==> src/rtl/dpwm_pkg.sv <==
`default_nettype none
// +--------------------------------------------------------------------+
// | dpwm_pkg : shared DPWM types and constants  | rev 1.0              |
// +--------------------------------------------------------------------+
package dpwm_pkg;

  localparam int DPWM_RES = 12;
  localparam int FS_MIN   = 2;

  typedef enum logic [0:0] {
    ST_IDLE = 1'b0,
    ST_RUN  = 1'b1
  } state_e;

endpackage : dpwm_pkg
`default_nettype wire

==> src/rtl/dpwm_core_if.sv <==
`default_nettype none
// +--------------------------------------------------------------------+
// | dpwm_core_if : settings in, gate drives out  | rev 1.0             |
// +--------------------------------------------------------------------+
interface dpwm_core_if #(
  parameter int RESOLUTION = 12
) ();

  logic                  en;
  logic [RESOLUTION-1:0] dc;
  logic [RESOLUTION-1:0] fs;
  logic [RESOLUTION-1:0] dt1;
  logic [RESOLUTION-1:0] dt2;
  logic                  hs;
  logic                  ls;
  logic                  period_start;
  logic [RESOLUTION-1:0] cnt;

  modport master (
    output en, dc, fs, dt1, dt2,
    input  hs, ls, period_start, cnt
  );

  modport slave (
    input  en, dc, fs, dt1, dt2,
    output hs, ls, period_start, cnt
  );

endinterface : dpwm_core_if
`default_nettype wire

==> src/rtl/dpwm_window_cmp.sv <==
`default_nettype none
// +--------------------------------------------------------------------+
// | dpwm_window_cmp : half-open window test lo <= x < hi  | rev 1.0    |
// +--------------------------------------------------------------------+
module dpwm_window_cmp #(
  parameter int WIDTH = 13
) (
  input  wire logic [WIDTH-1:0] x_i,
  input  wire logic [WIDTH-1:0] lo_i,
  input  wire logic [WIDTH-1:0] hi_i,
  output logic                  in_o
);

  assign in_o = (x_i >= lo_i) && (x_i < hi_i);

endmodule : dpwm_window_cmp
`default_nettype wire

==> src/rtl/dpwm_core.sv <==
`default_nettype none
// +--------------------------------------------------------------------+
// | dpwm_core : counter PWM, shadowed settings, deadtime  | rev 1.0    |
// +--------------------------------------------------------------------+
module dpwm_core
  import dpwm_pkg::*;
#(
  parameter int RESOLUTION = DPWM_RES
) (
  input  wire logic    clk,
  input  wire logic    rst,
  dpwm_core_if.slave   bus
);

  localparam int W  = RESOLUTION;
  localparam int WX = RESOLUTION + 1;
  localparam logic [W-1:0] c_fs_min = W'(FS_MIN);

  state_e         state_q, state_d;
  logic [W-1:0]   cnt_q, cnt_d;
  logic [W-1:0]   sh_dc_q, sh_fs_q, sh_dt1_q, sh_dt2_q;
  logic           hs_q, hs_d;
  logic           ls_q, ls_d;
  logic           ps_q, ps_d;
  logic           load_sh;

  logic [W-1:0]   w_fs_eff;
  logic           w_wrap;
  logic [WX-1:0]  w_ls_lo;
  logic           w_hs_win;
  logic           w_ls_win;

  // Unsanitized periods below the minimum run as the minimum so the counter always wraps.
  assign w_fs_eff = (sh_fs_q < c_fs_min) ? c_fs_min : sh_fs_q;
  assign w_wrap   = (cnt_q >= (w_fs_eff - 1'b1));
  assign w_ls_lo  = {1'b0, sh_dc_q} + {1'b0, sh_dt2_q};

  dpwm_window_cmp #(.WIDTH(WX)) u_hs_win (
    .x_i  ({1'b0, cnt_q}),
    .lo_i ({1'b0, sh_dt1_q}),
    .hi_i ({1'b0, sh_dc_q}),
    .in_o (w_hs_win)
  );

  dpwm_window_cmp #(.WIDTH(WX)) u_ls_win (
    .x_i  ({1'b0, cnt_q}),
    .lo_i (w_ls_lo),
    .hi_i ({1'b0, w_fs_eff}),
    .in_o (w_ls_win)
  );

  always_ff @(posedge clk or posedge rst) begin
    if (rst) begin
      state_q <= ST_IDLE;
    end else begin
      state_q <= state_d;
    end
  end

  always_comb begin
    state_d = state_q;
    cnt_d   = cnt_q;
    load_sh = 1'b0;
    hs_d    = 1'b0;
    ls_d    = 1'b0;
    ps_d    = 1'b0;
    case (state_q)
      ST_IDLE: begin
        cnt_d = '0;
        if (bus.en) begin
          state_d = ST_RUN;
          load_sh = 1'b1;
        end
      end
      ST_RUN: begin
        if (!bus.en) begin
          state_d = ST_IDLE;
          cnt_d   = '0;
        end else begin
          // High side wins any computed overlap, so the gates can never both conduct.
          hs_d = w_hs_win;
          ls_d = w_ls_win & ~w_hs_win;
          ps_d = (cnt_q == '0);
          if (w_wrap) begin
            cnt_d   = '0;
            load_sh = 1'b1;
          end else begin
            cnt_d = cnt_q + 1'b1;
          end
        end
      end
      default: begin
        state_d = ST_IDLE;
        cnt_d   = '0;
      end
    endcase
  end

  always_ff @(posedge clk or posedge rst) begin
    if (rst) begin
      cnt_q    <= '0;
      sh_dc_q  <= '0;
      sh_fs_q  <= '0;
      sh_dt1_q <= '0;
      sh_dt2_q <= '0;
      hs_q     <= 1'b0;
      ls_q     <= 1'b0;
      ps_q     <= 1'b0;
    end else begin
      cnt_q <= cnt_d;
      hs_q  <= hs_d;
      ls_q  <= ls_d;
      ps_q  <= ps_d;
      if (load_sh) begin
        sh_dc_q  <= bus.dc;
        sh_fs_q  <= bus.fs;
        sh_dt1_q <= bus.dt1;
        sh_dt2_q <= bus.dt2;
      end
    end
  end

  assign bus.hs           = hs_q;
  assign bus.ls           = ls_q;
  assign bus.period_start = ps_q;
  assign bus.cnt          = cnt_q;

endmodule : dpwm_core
`default_nettype wire

==> src/flat_wrapper.sv <==
// flat-port wrapper written by rule: the top's interface ports become plain ports
module dpwm_core_flat import dpwm_pkg::*;
#(
  parameter int RESOLUTION = DPWM_RES
)
  (clk, rst, bus_en, bus_dc, bus_fs, bus_dt1, bus_dt2, bus_hs, bus_ls, bus_period_start, bus_cnt);
  dpwm_core_if #(.RESOLUTION(RESOLUTION)) bus_i ();
  input  wire logic clk;
  input  wire logic rst;
  input wire logic [$bits(bus_i.en)-1:0] bus_en;
  input wire logic [$bits(bus_i.dc)-1:0] bus_dc;
  input wire logic [$bits(bus_i.fs)-1:0] bus_fs;
  input wire logic [$bits(bus_i.dt1)-1:0] bus_dt1;
  input wire logic [$bits(bus_i.dt2)-1:0] bus_dt2;
  output wire logic [$bits(bus_i.hs)-1:0] bus_hs;
  output wire logic [$bits(bus_i.ls)-1:0] bus_ls;
  output wire logic [$bits(bus_i.period_start)-1:0] bus_period_start;
  output wire logic [$bits(bus_i.cnt)-1:0] bus_cnt;
  assign bus_i.en = bus_en;
  assign bus_i.dc = bus_dc;
  assign bus_i.fs = bus_fs;
  assign bus_i.dt1 = bus_dt1;
  assign bus_i.dt2 = bus_dt2;
  assign bus_hs = bus_i.hs;
  assign bus_ls = bus_i.ls;
  assign bus_period_start = bus_i.period_start;
  assign bus_cnt = bus_i.cnt;
  dpwm_core #(.RESOLUTION(RESOLUTION)) u_core (.clk(clk), .rst(rst), .bus(bus_i));
endmodule
==> config.mk <==
export PLATFORM = sky130hd
export DESIGN_NAME = dpwm_core_flat
export DESIGN_NICKNAME = d
export VERILOG_FILES = /design/src/rtl/dpwm_pkg.sv /design/src/rtl/dpwm_core_if.sv /design/src/rtl/dpwm_window_cmp.sv /design/src/rtl/dpwm_core.sv /design/src/flat_wrapper.sv
export SDC_FILE = /design/constraint.sdc
export NUM_CORES = 1
export LEC_CHECK = 0
export ABC_AREA = 1
export CAP_MARGIN = 20
export CORE_ASPECT_RATIO = 1.1
export CORE_MARGIN = 1.5
export CORE_UTILIZATION = 31
export DETAILED_ROUTE_END_ITERATION = 7
export HOLD_SLACK_MARGIN = 0.12
export PLACE_DENSITY = 0.59
export SKIP_LAST_GASP = 1
export SYNTH_ARGS = -nofsm -noshare
export SYNTH_HDL_FRONTEND = slang
export SYNTH_SLANG_ARGS = --single-unit
==> constraint.sdc <==
create_clock -name clk -period 4.1 [get_ports clk]
set_input_delay 0.82 -clock clk [delete_from_list [all_inputs] [get_ports clk]]
set_output_delay 0.82 -clock clk [all_outputs]
set_load 0.005 [all_outputs]
==> impl_metrics.csv, run 1 <==
group,metric,value,unit
floorplanning,die_area,0.0166,mm^2
cells_and_area,synthToLayoutAreaGrowth,23.8,%
timing,finalCritPeriodShare,84.7,%
grt,grt_max_degree,65,
setup_path,worstSetupStartpoint,"u_core.sh_fs_q[5]",
grt,grt_pass1_vias,4015,
setup_path,cp_max_fo,27,
timing,post-route-min-period,3470,ps
synthesis,synth_cells,636,
synthesis,synth_mux_area_share,0,%
synthesis,synth_edf_count,0,
synthesis,synth.net_count,762,
synthesis,syn_area,0.00491,mm^2
grt,grt_first_pass_wirelength,20100,um
floorplanning,die_h,135,um
synthesis,synth_commonest_cells,"170 x nand2_1, 74 x ha_1, 73 x inv_1",
synthesis,synth_seq_cells,64,
drt,ant_nets,0,
setup_path,cp-start-kind,"flip-flop",
power_and_ir_drop,leakage,3.16,nW
synthesis,synth_top_area_share,32.6,%
timing,setup_tns,0,ps
synthesis,yosys_warnings,0,
synthesis,synth_compound_area_share,6.07,%
setup_path,cp.arrival,3740,ps
placement,dp_hpwl,9040,um
floorplanning,core-area,0.0156,mm^2
power_and_ir_drop,ir_worst_vdd,204,uV
floorplanning,start_util,31.4,%
placement,dpl_cell_area,0.00574,mm^2
placement,place_inst,888,
cts,clockBufferDepth,2,
cts,cts_sinks,64,
cells_and_area,nFillCells,1658,
synthesis,synth_cell_types,37,
timing,rsz0062_at_grt,"false",
placement,gp_congestion,0.780,
cts,cts_hold_buf,0,
timing,worstMarginPinSlew,826,ps
run,cap_violations,0,
cts,cts_buffers,9,
synthesis,synthXorXnorAreaFrac,4.46,%
setup_path,required,4370,ps
drt,drt-initial-drc-count,209,
cells_and_area,antennaDiodeCount,0,
synthesis,synth_top_family_by_area,"simple AND/OR/NAND/NOR gates",
grt,track_usage,15.8,%
synthesis,ys.flop_type,"dfrtp_1",
worst_hold_path,hold_path.class,"reg2reg",
floorplanning,dieWidth,123,um
timing,setup_violations,0,
synthesis,yosysMostFrequentCell,"nand2_1",
cts,cts_resized,0,
synthesis,synthAdderAreaFrac,19.3,%
timing,finClkSkew,10.1,ps
power_and_ir_drop,power_density,364,mW/mm^2
synthesis,synth-simple-area-share,29.6,%
outcome,status,"finished, final reports clean",
cells_and_area,ff_latch_area,0.00160,mm^2
cts,cts.htree.levels,3,
synthesis,avgSynthCellArea,7.71,um^2
cts,cts_tree,"built",
synthesis,synth_area_leaders,"dfrtp_1 33%, ha_1 19%, nand2_1 13%, nand3_1 7.1%, inv_1 5.6%",
synthesis,ys_seq_area_share,32.6,%
synthesis,yosysTopAreaCell,"dfrtp_1",
timing,finalHoldViolations,0,
cts,path_clk_slew,50,ps
synthesis,synthArstFlopShare,100,%
drt,routedWlPerCell,13.6,um
cts,post_cts_buffers,0,
timing,maxSlewHeadroom,44.9,%
floorplanning,io_pins,66,
timing,drv_slew,0,
grt,overflow,0,
cts,cts_root_buffer,"clkbuf_16",
setup_path,r2r_start,"u_core.sh_fs_q[5]",
cells_and_area,multiInputGateArea,0.00291,mm^2
drt,drcViolationCount,0,
cts,clock_latency,340,ps
drt,first_pass_iters,4,
timing,timing.fmax,288,MHz
drt,vias_per_cell,4.75,
setup_path,critPathCaptureType,"flip-flop",
cells_and_area,final_nets,825,
cells_and_area,fin_cells,904,
grt,antenna_found_initial,0,
drt,vias,4291,
setup_path,critical_path_class,"reg2reg",
floorplanning,num_rows,48,
cells_and_area,drive_gt1_share,5.54,%
worst_hold_path,hp-start,"u_core.bus.cnt[0]",
placement,io_buffers,65,
drt,drt-total-wl,12300,um
cells_and_area,design_area,0.00607,mm^2
## final timing paths
| kind | to | slack, ps | cells past startpoint |
|---|---|---|---|
| max | u_core.sh_dc_q[7] | 630 | 21 |
| min | u_core.bus.cnt[0] | 500 | 1 |
| max reg2reg | u_core.sh_dc_q[7] | 630 | 21 |
| min reg2reg | u_core.bus.cnt[0] | 500 | 1 |
| max in group asynchronous | u_core.bus.cnt[11] | 2510 | 3 |
| min in group asynchronous | u_core.sh_dt1_q[8] | 1050 | 3 |
## layout by cell type, fill, tap and decap left out, drive strengths merged
cell type        n
nand2          182
ha              74
inv             73
nand3           71
clkdlybuf4s50   65
dfrtp           64
nor2            42
a21oi           33
xor2            17
nor4            14
clkbuf          12
o21ai            9
xnor2            8
nand4            8
nor3             5
buf              5
o21bai           3
nand3b           3
a21o             2
bufinv           2
a31oi            1
a221oi           1
a211oi           1
o211ai           1
and2             1
o21a             1
a31o             1
or2              1
nor4b            1
fa               1
clkinvlp         1
clkinv           1
## stage by stage
step | power [mW] | util, % | hold WS (ps) | worst slack [ps]
final | 2.21 | 38.9 | 500 | 629
after global routing | 2.37 | 38.9 | 522 | 166
after CTS | 2.24 | 38.9 | 502 | 596
after detailed placement | 1.37 | 36.8 | 495 | 623
after global placement | 1.36 | 36.8 | 493 | 691
after floorplan | 1.19 | - | 476 | 1160
## critical path: stages (launching register included)
cell,delay (ps)
dfrtp_1,430
nor2_1,130
nand2_1,80
nor2_1,160
nand3b_1,90
nand2_1,130
ha_1,220
nand3_1,120
nor2_1,130
xor2_1,230
inv_1,90
ha_1,290
nand2_1,70
nor2_1,130
and2_1,130
nand2_1,60
nand4_2,80
nand3_2,80
nand2_2,360
buf_12,240
nand2_1,70
nand2_1,60
## where the power goes
part / total, mW / switching, mW / internal, mW
Combinational: 0.602 / 0.343 / 0.258
Sequential: 0.756 / 0.0593 / 0.697
Clock: 0.855 / 0.289 / 0.566
## registers in the layout (all words and copies together) (netlist names)
name	cells
u_core.bus.cnt	12
u_core.sh_dc_q	12
u_core.sh_dt1_q	12
u_core.sh_dt2_q	12
u_core.sh_fs_q	12
u_core.bus.hs	1
u_core.bus.ls	1
u_core.bus.period_start	1
u_core.state_q	1
## per-layer routing
metal  track usage, %  part of all wire (%)  vias to the layer above
li1                 -                     -                     2228
met1             21.7                    49                     1985
met2             24.4                    46                       68
met3             3.25                   3.5                       10
met4             5.43                   1.3                        0
met5                0                     0                        -
## layout make-up
type / count / share of cell area [%]
flip-flops and latches: 64 / 26.4
well taps: 200 / 4.12
inverters: 73 / 4.51
clock inverters: 4 / 1.26
clock buffers: 12 / 4.22
repair buffers: 70 / 11.5
multi-input cells: 481 / 48.0
## kinds of logic after synthesis
logic type,after synthesis
adders and majority gates,75
buffers and inverters,91
and+or+nand+nor,328
DFF,64
xor gates and xnor gates,25
AOI/OAI and AO/OA,53
Power figures use the tool's default switching activity.
==> run 2, diff against run 1 <==
==> constraint.sdc (replaced) <==
create_clock -name clk -period 3.6 [get_ports clk]
set_input_delay 0.72 -clock clk [delete_from_list [all_inputs] [get_ports clk]]
set_output_delay 0.72 -clock clk [all_outputs]
set_load 0.005 [all_outputs]
==> run 2 against run 1 <==
Register-to-register slack got worse by 230 ps; final cell count rose by 0.11%; combinational power rose by 16%; critical path depth rose by 1; first-iteration DRC count fell by 6.2%; die area did not move; clock skew fell by 0.62 ps; fmax rose by 8.3%.
==> impl_metrics.csv, run 2 (same netlist as run 1, synthesis figures left out) <==
group,metric,value,unit
floorplanning,io_pins,66,
setup_path,crit_chain,"nor2_1 > nand2_1 > nor2_2 > nand3b_1 > nand2_1 > ha_1 > nand2_1 > nor2_1 > nand2_1 > xor2_1 > inv_1 > ha_1 > nand2_2 > nor2_4 > and2_1 > nand2_1 > nand4_2 > nand3_2 > nand2_2 > clkbuf_16 > nand2_1 > nand2_1",
grt,use_met2,26.1,%
drt,routedWlPerCell,13.8,um
setup_path,cp-start-kind,"flip-flop",
power_and_ir_drop,leakage,3.17,nW
grt,grt_pass1_vias,4123,
timing,setup_violations,0,
setup_path,cp.arrival,3480,ps
setup_path,max_stage_delay,430,ps
timing,rsz0062_at_grt,"false",
drt,drcViolationCount,0,
drt,drt-total-wl,12500,um
cells_and_area,drive_gt1_share,5.96,%
timing,maxSlewHeadroom,45.5,%
floorplanning,dieWidth,123,um
grt,grtUsageMet3,2.62,%
setup_path,reg2reg_slack,390,ps
cells_and_area,final_common_cell,"nand2_1",
placement,io_buffers,65,
floorplanning,die_h,135,um
timing,worstMarginPinSlew,817,ps
drt,drt-initial-drc-count,196,
grt,grt_max_degree,65,
setup_path,critical_path_class,"reg2reg",
worst_hold_path,whs_endpoint,"u_core.bus.cnt[0]",
cells_and_area,nFillCells,1675,
drt,vias_per_cell,4.69,
worst_hold_path,hp-start,"u_core.bus.cnt[0]",
grt,busiest_layer,"met2",
placement,dp_hpwl,8990,um
grt,antenna_found_initial,0,
cells_and_area,final_nets,828,
power_and_ir_drop,power_density,394,mW/mm^2
timing,drv_slew,0,
drt,vias,4246,
grt,grt_first_pass_wirelength,20600,um
cts,cts_buffers,9,
setup_path,worstSetupStartpoint,"u_core.sh_fs_q[11]",
run,cap_violations,0,
timing,post-route-min-period,3210,ps
timing,finClkSkew,9.45,ps
floorplanning,die_area,0.0166,mm^2
cts,cts_sinks,64,
drt,first_pass_iters,5,
setup_path,r2r-end,"u_core.sh_dt2_q[11]",
floorplanning,start_util,31.4,%
cts,cts_tree,"built",
worst_hold_path,hold_depth,1,
setup_path,critPathCaptureType,"flip-flop",
power_and_ir_drop,ir_worst_vdd,215,uV
setup_path,cp_max_fo,24,
outcome,status,"finished, final reports clean",
cells_and_area,antennaDiodeCount,0,
floorplanning,core-area,0.0156,mm^2
grt,use_met1,21.7,%
cells_and_area,ff_latch_area,0.00160,mm^2
cells_and_area,synthToLayoutAreaGrowth,23.7,%
timing,finalCritPeriodShare,89.1,%
timing,setup_tns,0,ps
cts,post_cts_buffers,0,
cells_and_area,multiInputGateArea,0.00292,mm^2
setup_path,cpMostUsedCell,"nand2_1",
setup_path,rr_worst_depth,22,
cts,path_clk_slew,50,ps
placement,gp_congestion,0.814,
drt,ant_nets,0,
cts,clockBufferDepth,2,
timing,finalHoldViolations,0,
timing,timing.fmax,312,MHz
setup_path,required,3880,ps
floorplanning,num_rows,48,
setup_path,crit_family,"simple AND/OR/NAND/NOR gates",
setup_path,path_buf_inv,2,
timing,hold_ws,497,ps
grt,overflow,0,
grt,track_usage,16.2,%
worst_hold_path,hold_path.class,"reg2reg",
cts,clock_latency,340,ps
setup_path,slowest_stage,"dfrtp_1",
cells_and_area,final_cell_mix,"170 x nand2_1, 74 x ha_1, 72 x inv_1, 70 x nand3_1, 65 x clkdlybuf4s50_1",
cts,cts_root_buffer,"clkbuf_16",
cts,cts.htree.levels,3,
setup_path,r2r_start,"u_core.sh_fs_q[11]",
[run 2: per-layer routing]
layer / wire [um] / share of wire (%) / up-vias
met4: 94 / 0.75 / 0
met2: 6040 / 48 / 82
li1: - / - / 2239
met1: 5920 / 47 / 1919
met3: 468 / 3.7 / 6
met5: 0 / 0 / -
[run 2: worst max-delay path by stage]
| stage | end | slack [ps] | cells after the start |
|---|---|---|---|
| floorplan | u_core.sh_dt2_q[10] | 660 | 23 |
| global placement | u_core.sh_dt1_q[4] | 460 | 22 |
| detailed placement | u_core.sh_dc_q[6] | 400 | 22 |
| CTS | u_core.sh_dt1_q[4] | 380 | 22 |
| global route | u_core.sh_dc_q[6] | 50 | 22 |
| finish | u_core.sh_dt2_q[11] | 390 | 22 |
[run 2: power breakdown]
group / switching, mW / total (mW) / internal [mW]
sequential: 0.0634 / 0.857 / 0.794
clock: 0.315 / 0.837 / 0.522
combinational: 0.395 / 0.696 / 0.300
[run 2: layout make-up]
cell class / count / share of cell area [%]
well taps: 200 / 4.12
multi-input cells: 481 / 48.0
flip-flops and latches: 64 / 26.4
repair buffers: 73 / 12.4
inverters: 73 / 4.51
clock inverters: 5 / 0.824
clock buffers: 9 / 3.71
[run 2: stage by stage]
stage	instance area [um^2]	utilization, %	worst slack (ps)	instances	total power, mW
after detailed placement	5770	36.9	402	890	1.57
after CTS	6040	38.7	383	904	2.42
after floorplan	4910	-	656	636	1.36
after global placement	5770	36.9	463	890	1.56
final	6070	38.9	394	905	2.39
after global routing	6070	38.9	50.9	905	2.57
[run 2: timing repair]
item | CTS | global route
setup endpoints to repair | 0 | 12
hold buffers | 0 | 0
resized for setup | 0 | 1
==> run 3, diff against run 2 <==
--- a/config.mk
+++ b/config.mk
@@ -10,6 +10,7 @@
 export CORE_ASPECT_RATIO = 1.1
 export CORE_MARGIN = 1.5
 export CORE_UTILIZATION = 31
+export CTS_CLUSTER_DIAMETER = 150
 export DETAILED_ROUTE_END_ITERATION = 7
 export HOLD_SLACK_MARGIN = 0.12
 export PLACE_DENSITY = 0.59
==> results of run 3 <==
Same layout as run 2: the final DEF is identical, and so are final timing and power.
